**src/rtl/pfb_coeff_reload_framer.sv**
```systemverilog
// Host-side framer for the PFB coefficient reload port: always emits
// exactly NUM_COEFFS words with tlast on the final one.
//
// Ports:
//   clk, sync_reset        clock, asynchronous active-high reset
//   start                  arms a new frame (honoured only when idle)
//   s_axis_coef_*          loosely framed host coefficient stream
//   m_axis_reload_*        strictly framed stream to the memory controller
//   busy                   high whenever the framer is not idle
//   done                   1-cycle pulse after the final output handshake
//   err_short, err_long    sticky framing errors for software
//   coef_count             words written into the FIFO this frame
module pfb_coeff_reload_framer #(
  parameter int NUM_COEFFS = 16384,
  parameter int CNT_W      = 14,
  parameter int COEFF_W    = 25,
  parameter int FIFO_DEPTH = 16
) (
  input  logic             clk,
  input  logic             sync_reset,
  input  logic             start,
  input  logic             s_axis_coef_tvalid,
  input  logic [31:0]      s_axis_coef_tdata,
  input  logic             s_axis_coef_tlast,
  output logic             s_axis_coef_tready,
  output logic             m_axis_reload_tvalid,
  output logic [31:0]      m_axis_reload_tdata,
  output logic             m_axis_reload_tlast,
  input  logic             m_axis_reload_tready,
  output logic             busy,
  output logic             done,
  output logic             err_short,
  output logic             err_long,
  output logic [CNT_W-1:0] coef_count
);

  localparam int AW = $clog2(FIFO_DEPTH);
  localparam int CMAX = (2 ** CNT_W) - 1;
  // A CNT_W-wide counter cannot hold NUM_COEFFS when it is 2**CNT_W,
  // so it pins at its largest value instead of wrapping to zero.
  localparam int SAT_I = (NUM_COEFFS < CMAX) ? NUM_COEFFS : CMAX;
  localparam logic [CNT_W-1:0] LAST_IDX = CNT_W'(NUM_COEFFS - 1);
  localparam logic [CNT_W-1:0] CNT_SAT  = CNT_W'(SAT_I);

  typedef enum logic [2:0] {
    S_IDLE, S_LOAD, S_PAD, S_DRAIN, S_WAIT
  } state_t;

  state_t           r_state;
  logic [32:0]      r_mem [FIFO_DEPTH];
  logic [AW-1:0]    r_wr_ptr;
  logic [AW-1:0]    r_rd_ptr;
  logic [AW:0]      r_fcnt;
  logic             r_m_valid;
  logic [31:0]      r_m_data;
  logic             r_m_last;
  logic             r_done;
  logic             r_err_short;
  logic             r_err_long;
  logic             r_emitted;
  logic [CNT_W-1:0] r_count;

  logic        w_full;
  logic        w_empty;
  logic        w_s_ready;
  logic        w_acc;
  logic        w_last_idx;
  logic [31:0] w_sext;
  logic        w_wr_en;
  logic [32:0] w_wr_data;
  logic        w_pop_ok;
  logic        w_hs_last;
  logic        w_bypass;
  logic        w_push;
  logic        w_pop;
  logic        w_unused_hi;

  assign w_unused_hi = ^s_axis_coef_tdata[31:COEFF_W];

  assign w_full  = r_fcnt == (AW+1)'(FIFO_DEPTH);
  assign w_empty = r_fcnt == '0;

  assign w_s_ready = ((r_state == S_LOAD) && !w_full)
                   || (r_state == S_DRAIN);
  assign w_acc      = s_axis_coef_tvalid && w_s_ready;
  assign w_last_idx = r_count == LAST_IDX;

  assign w_sext = {{(32-COEFF_W){s_axis_coef_tdata[COEFF_W-1]}},
                   s_axis_coef_tdata[COEFF_W-1:0]};

  always_comb begin
    w_wr_en   = 1'b0;
    w_wr_data = '0;
    unique case (r_state)
      S_LOAD: begin
        w_wr_en   = w_acc;
        w_wr_data = {w_last_idx, w_sext};
      end
      S_PAD: begin
        w_wr_en   = !w_full;
        w_wr_data = {w_last_idx, 32'h0};
      end
      default: ;
    endcase
  end

  // The output register acts as one extra FIFO slot; with the FIFO empty
  // a write goes straight into it for single-cycle latency.
  assign w_pop_ok  = !r_m_valid || m_axis_reload_tready;
  assign w_hs_last = r_m_valid && m_axis_reload_tready && r_m_last;
  assign w_bypass  = w_pop_ok && w_empty && w_wr_en;
  assign w_push    = w_wr_en && !w_bypass;
  assign w_pop     = w_pop_ok && !w_empty;

  always_ff @(posedge clk) begin
    if (w_push) r_mem[r_wr_ptr] <= w_wr_data;
  end

  always_ff @(posedge clk or posedge sync_reset) begin
    if (sync_reset) begin
      r_state     <= S_IDLE;
      r_wr_ptr    <= '0;
      r_rd_ptr    <= '0;
      r_fcnt      <= '0;
      r_m_valid   <= 1'b0;
      r_m_data    <= '0;
      r_m_last    <= 1'b0;
      r_done      <= 1'b0;
      r_err_short <= 1'b0;
      r_err_long  <= 1'b0;
      r_emitted   <= 1'b0;
      r_count     <= '0;
    end else begin
      if (w_push) r_wr_ptr <= r_wr_ptr + AW'(1);
      if (w_pop)  r_rd_ptr <= r_rd_ptr + AW'(1);
      unique case ({w_push, w_pop})
        2'b10:   r_fcnt <= r_fcnt + (AW+1)'(1);
        2'b01:   r_fcnt <= r_fcnt - (AW+1)'(1);
        default: ;
      endcase

      if (w_pop_ok) begin
        if (!w_empty) begin
          {r_m_last, r_m_data} <= r_mem[r_rd_ptr];
          r_m_valid <= 1'b1;
        end else if (w_wr_en) begin
          {r_m_last, r_m_data} <= w_wr_data;
          r_m_valid <= 1'b1;
        end else begin
          r_m_valid <= 1'b0;
        end
      end

      r_done <= w_hs_last;

      if ((r_state == S_IDLE) && start) begin
        r_count   <= '0;
        r_emitted <= 1'b0;
      end else begin
        if (w_wr_en && (r_count != CNT_SAT))
          r_count <= r_count + CNT_W'(1);
        if (w_hs_last) r_emitted <= 1'b1;
      end

      unique case (r_state)
        S_IDLE: begin
          if (start) begin
            r_err_short <= 1'b0;
            r_err_long  <= 1'b0;
            r_state     <= S_LOAD;
          end
        end
        S_LOAD: begin
          if (w_acc) begin
            if (w_last_idx) begin
              if (s_axis_coef_tlast) begin
                r_state <= S_WAIT;
              end else begin
                r_err_long <= 1'b1;
                r_state    <= S_DRAIN;
              end
            end else if (s_axis_coef_tlast) begin
              r_err_short <= 1'b1;
              r_state     <= S_PAD;
            end
          end
        end
        S_PAD: begin
          if (w_wr_en && w_last_idx) r_state <= S_WAIT;
        end
        S_DRAIN: begin
          if (w_acc && s_axis_coef_tlast) r_state <= S_WAIT;
        end
        S_WAIT: begin
          // A slow host in DRAIN can let the final word leave first.
          if (w_hs_last || r_emitted) r_state <= S_IDLE;
        end
        default: r_state <= S_IDLE;
      endcase
    end
  end

  assign s_axis_coef_tready   = w_s_ready;
  assign m_axis_reload_tvalid = r_m_valid;
  assign m_axis_reload_tdata  = r_m_data;
  assign m_axis_reload_tlast  = r_m_last;
  assign busy                 = r_state != S_IDLE;
  assign done                 = r_done;
  assign err_short            = r_err_short;
  assign err_long             = r_err_long;
  assign coef_count           = r_count;

endmodule

```
**config.mk**
```make
export PLATFORM = sky130hd
export DESIGN_NAME = pfb_coeff_reload_framer
export DESIGN_NICKNAME = d
export VERILOG_FILES = /design/src/rtl/pfb_coeff_reload_framer.sv
export SDC_FILE = /design/constraint.sdc
export NUM_CORES = 1
export LEC_CHECK = 0
export CELL_PAD_IN_SITES_DETAIL_PLACEMENT = 1
export CELL_PAD_IN_SITES_GLOBAL_PLACEMENT = 1
export CORE_MARGIN = 10
export CORE_UTILIZATION = 45
export DETAILED_ROUTE_END_ITERATION = 7
export PLACE_DENSITY = 0.76
export SLEW_MARGIN = 20
export SYNTH_ARGS = -nofsm -noshare
export SYNTH_HDL_FRONTEND = slang
export SYNTH_SLANG_ARGS = --single-unit
```
**constraint.sdc**
```tcl
create_clock -name clk -period 9.8 [get_ports clk]
set_clock_uncertainty 0.05 [all_clocks]
set_input_delay 1.96 -clock clk [delete_from_list [all_inputs] [get_ports clk]]
set_output_delay 1.96 -clock clk [all_outputs]
set_load 0.03 [all_outputs]
```
**Word level (Yosys, flattened, before mapping)**

Memories as Yosys holds them, arrays and structs flattened.
Index checks and enable logic that the tools add are counted.

- Add/sub/neg operators: 5
- $mul: 0
- Divide/modulo/power cells: 0
- $lt $le $gt $ge: 0
- Eq/ne operators: 20
- Shift operators: 0
- Multiplexer cells: 33
- Bitwise logic cells: 0
- Reduce and logical (&&, ||, !) cells: 30

Operators with widths:

| cell | count |
|---|---|
| $pmux W33 S2 | 1 |
| $mux W32 | 2 |
| $mux W14 | 2 |
| $mux W3 | 8 |
| $ne A2 B2 Y1 const B | 8 |
| $mux W1 | 15 |
| $pmux W3 S5 | 1 |
| $add A14 B1 Y14 const B | 1 |
| $eq A14 B14 Y1 const B | 1 |
| $ne A14 B14 Y1 const B | 1 |
| $logic_and A1 B1 Y1 | 12 |
| $pmux W5 S2 | 1 |
| $reduce_and A5 Y1 | 2 |
| $add A4 B1 Y4 const B | 2 |
| $reduce_bool A2 Y1 | 4 |
| $eq A3 B2 Y1 const B | 2 |
| $pmux W1 S2 | 3 |
| $reduce_and A6 Y1 | 1 |
| $add A5 B1 Y5 const B | 1 |
| $eq A5 B5 Y1 const B | 1 |
| $logic_not A5 Y1 | 1 |
| $sub A5 B1 Y5 const B | 1 |
| $logic_not A1 Y1 | 4 |
| $ne A2 B1 Y1 const B | 2 |
| other kinds (9) | 11 |

- Flip-flop bits (word level): 68
- Bits in latches: 0
- Bits in writable memories: 528
- Bits in read-only memories: 0
- Input port bits: 38
- Output and inout port bits: 53
- Logic and storage cells: 101
- Memories kept: 1

Memories:

| name | words | bits a word | rd ports | clocked after Yosys merged registers in | write ports | line | source |
|---|---|---|---|---|---|---|---|
| r_mem | 16 | 33 | 1 | 0 | 1 | 50 | `logic [32:0] r_mem [FIFO_DEPTH];` |

**Depth between registers and ports, before layout**

- Depth after elaboration: 11
- Mapped depth: 16
- Depth with buffers taken out: 12

**Worst setup path after synthesis**

OpenSTA, ideal clock, no wires.

- Path kind: input to register
- Start point: input port s_axis_coef_tvalid
- End point: memory r_mem[3][0] (enable)
- Setup time: 0.442 ns
- Arrival time: 4.712 ns
- Required time: 9.308 ns
- Slack: 4.597 ns
- Stages: 6
- Path buffers: 1
- Cell sequence: nand3b_4 a221oi_2 o21a_1 buf_2 nand2_1 nor3_1

- Word-level cells in the longest chain between the ends: 7

Ends and longest elaborated chain:

| what | line | source |
|---|---|---|
| start: declaration | 22 | `input logic s_axis_coef_tvalid,` |
| $logic_and A1 B1 Y1 * | 85 | `assign w_acc = s_axis_coef_tvalid && w_s_ready;` |
| $pmux W1 S2 * | 94 | `unique case (r_state)` |
| $logic_and A1 B1 Y1 | 111 | `assign w_bypass = w_pop_ok && w_empty && w_wr_en;` |
| $logic_not A1 Y1 | 112 | `assign w_push = w_wr_en && !w_bypass;` |
| $logic_and A1 B1 Y1 * | 112 |  |
| $mux W1 * | 116 | `if (w_push) r_mem[r_wr_ptr] <= w_wr_data;` |
| $mux W1 (implied by the code) * | 116 |  |
| end: declaration | 50 |  |

Every way passes the cells marked *; elsewhere a longest branch is shown, timed or not.

**Worst setup path after layout**

- Start point: input port s_axis_coef_tvalid
- End point: memory r_mem[3][15] (enable)

Same word-level chain as after synthesis.

==> summary.md <==
| Metric | Value |
|---|---|
| Largest net degree at the start of global routing | 62 |
| Die area | 52000 sq um |
| Slew Viols, Final | 0 |
| Core Util, Final | 52.9% |
| # IOs | 91 |
| Clk buf depth | 3 |
| Syn Inst Count | 1218 |
| Drt first-iter violations | 1194 |
| Leak | about 7.9 nW |
| Grt ovf | 0 |
| Setup repair bufs after CTS | 0 |
| Placer Congestion | roughly 0.77 |
| First-pass GRT wire length | about 81 mm |
| Final #Nets | 1340 |
| Arr. time, crit path | 5.85 ns |
| Slew HR | 21.2% |
| Row count | 76 |
| Crit path capture type | flip-flop |
| Hold Vio Cnt, Final | 0 |
| Setup violators final | 0 |
| CP delay by family, top | simple AND/OR/NAND/NOR gates |
| Max incr delay on CP | just over 0.8 ns |
| 1st-pass router iterations | 5 |
| Synth Area per Inst | 16.0 sq um |
| Post-DP HPWL | between 30 and 40 mm |
| Die W | 228 microns |
| CP cell instances | clkdlybuf4s50_1 > nand3b_4 > a221oi_2 > o21a_1 > nand2_1 > nor3_2 > buf_4 |
| Worst Max-Slew Pin Slew | between 1 and 1.5 ns |
| Number of enable flip-flop cells after synthesis | approximately 420 |
| Pre-CTS setup slack | 3.48 ns |
| Number of synthesized register bits | 477 |
| Clock-pin transition on the worst setup and hold timing paths | roughly 0.060 ns |
| DIE HEIGHT | 228 microns |
| Worst Path Required | around 10 ns |
| Critical path type | input pin to flip-flop |
| Hold Buf Count CTS | 0 |
| Sequential area share after synthesis | between 70 and 80% |
| Area Overhead vs Synth | 16.5% |
| Slowest CP cell | nor3_2 |
| Main synth FF type | edfxtp_1 |
| Mapped Nets | 1266 |
| PostCTS Resize Cnt | 0 |
| Vias in the first global route | 12700 |
| Share of the synthesized area in the top cell type | ~64% |
| Post-layout min period | 5.66 ns |
| Layout cell share with drive strength beyond 1 | 12.3% |
| Mapped Area | 19500 sq um |
| Area leader, netlist | edfxtp_1 |
| Initial core utilization | between 40 and 50% |
| Antenna Nets Post-Route | 0 |
| CTS root buf | clkbuf_16 |
| Capture point of the worst reg-to-reg path | r_mem[3][15] |
| Worst vdd ir | 0.175 mV |
| Final worst slack | 4.14 ns |
| Vias after detailed routing | 11500 |
| Crit Path Max Fanout | 29 |
| Post-DR vias/cell | 6.00 |
| Status | finished clean |
| RSZ-0062 raised after global routing | no |
| Hold path cells | 2 |
| Worst Hold Class | flip-flop to flip-flop |
| Async set or reset register ratio after synthesis | approximately 13% |
| Clk Latency, worst-skew pair | 0.59 ns |
| Max-capacitance violation count | 0 |
| Startpoint types | input pin |
| CTS tree | yes |
| CP bufs+invs | 2 |
| Hold Slack | 0.438 ns |
| Synth unique cells | between 50 and 60 |
| TritonCTS buffer count | 49 |
| Reg2Reg Depth | 6 |
| Yosys warns | 0 |
| Drt drc | 0 |
| Cell depth of the worst setup path | 7 |
| FMAX | 0.177 GHz |
| Crit share post-route | 57.8% |
| Drt wl/cell | 28.2 microns |
| Core Region | 42900 sq um |
| Worst Hold End | r_emitted |
| Final WL | about 54 mm |
| CTS Sinks | 477 |
| Total power | 7.15 mW |
| H-tree levels | 2 |
| Setup TNS | 0 ns |
| Min-Delay Startpoint | r_emitted |
| Top cells by area, synth | edfxtp_1 (64%), mux2i_1 (7.9%), dfrtp_1 (7.8%) |
| R2R Path Start | r_state[1] |
| Power per cell area | 315 nW/um^2 |
| Initial antenna violation count | 1 |
| FILL cells | about 4000 |
| R2r setup slk | between 5 and 6 ns |
| Tot GR Track Use | 20.6% |
| # port buffers | 83 |
==> metal layers <==
layer	track usage, %	wire length [microns]	vias to the layer above
met2	35.5	27400	431
li1	-	-	4922
met5	0	0	-
met3	3.51	3410	82
met1	26.0	22000	6086
met4	6.62	1230	0
==> logic make-up after synthesis <==
kind of cell	count (synthesis)	synth area share (%)
AOI/OAI and AO/OA	240	7.87
buffers and inverters	98	2.29
muxes	188	11.6
and+or+nand+nor	186	4.76
DFF	477	72.0
adders and majority gates	10	0.643
xor gates and xnor gates	19	0.855
==> metrics by stage <==
stage	cells	instance area [sq um]
after global routing	1916	22700
after CTS	1915	22600
after global placement	1821	21000
after floorplan	1218	19500
final	1919	22700
after detailed placement	1825	21100
==> worst reg2reg max path: cells and delay by family (launching register included) <==
kind	cells	cell delay [ns]
flops	1	0.50
compound gates	2	1.15
buf+inv	1	0.53
simple gates	3	1.71
==> cells in the final DEF (no fill, tap or decap), drive strengths merged, types with 5 or more instances in the layout <==
cell type | synthesis | routed
edfxtp | 416 | 416
mux2i | 153 | 153
a21oi | 86 | 86
clkdlybuf4s50 | 0 | 83
nor2 | 80 | 80
clkbuf | 46 | 71
dfrtp | 61 | 61
a22oi | 50 | 50
o21ai | 31 | 31
mux4 | 29 | 29
a31oi | 28 | 28
buf | 42 | 28
nand2 | 27 | 27
and3 | 26 | 26
a221oi | 26 | 26
clkinv | 1 | 13
xnor2 | 11 | 11
nand3 | 10 | 10
ha | 10 | 10
inv | 9 | 10
xor2 | 8 | 8
nor3 | 7 | 7
mux2 | 6 | 6
nor2b | 6 | 6
nand4 | 5 | 5
and2 | 5 | 5
==> worst max-delay path by stage <==
| stage | startpoint | endpoint | slack [ns] |
|---|---|---|---|
| global placement | s_axis_coef_tvalid | r_mem[3][22] | 3.60 |
| detailed placement | s_axis_coef_tvalid | r_mem[3][20] | 3.48 |
| global route | s_axis_coef_tvalid | r_mem[3][14] | 3.89 |
| CTS | s_axis_coef_tvalid | r_mem[3][15] | 4.08 |
| finish | s_axis_coef_tvalid | r_mem[3][15] | 4.14 |
| floorplan | s_axis_coef_tvalid | r_mem[3][0] | 4.60 |
==> synthesized netlist by cell type, types with 11 or more instances <==
cell	number
a22oi_1	50
a21oi_1	85
xnor2_1	11
o21ai_0	30
nand2_1	27
clkbuf_1	45
mux2i_1	153
a31oi_1	28
buf_2	26
dfrtp_1	61
nor2_1	79
and3_1	26
a221oi_1	25
mux4_2	29
edfxtp_1	416
==> sequential cells by signal, summed over array words and instances, names as in the netlist <==
| register | count |
|---|---|
| r_mem | 416 |
| m_axis_reload_tdata | 25 |
| coef_count | 14 |
| r_fcnt | 5 |
| r_rd_ptr | 4 |
| r_wr_ptr | 4 |
| r_state | 3 |
| done | 1 |
| err_long | 1 |
| err_short | 1 |
| m_axis_reload_tlast | 1 |
| m_axis_reload_tvalid | 1 |
| r_emitted | 1 |
==> cell type report <==
| type | count | area, sq um | area share [%] |
|---|---|---|---|
| clock buffers | 71 | 1350 | 5.95 |
| repair buffers | 111 | 1140 | 5.03 |
| diodes | 3 | 7.51 | 0.0331 |
| flip-flops and latches | 477 | 14000 | 61.8 |
| multi-input cells | 643 | 5150 | 22.7 |
| inverters | 10 | 38.8 | 0.171 |
| well taps | 585 | 732 | 3.23 |
| clock inverters | 19 | 229 | 1.01 |
==> power by group <==
part	leakage, nW	internal (mW)	switching [mW]
Clock	0.764	1.07	0.788
Sequential	4.57	2.64	0.190
Combinational	2.59	0.865	1.60
No activity file was read; power rests on OpenSTA's default activity.
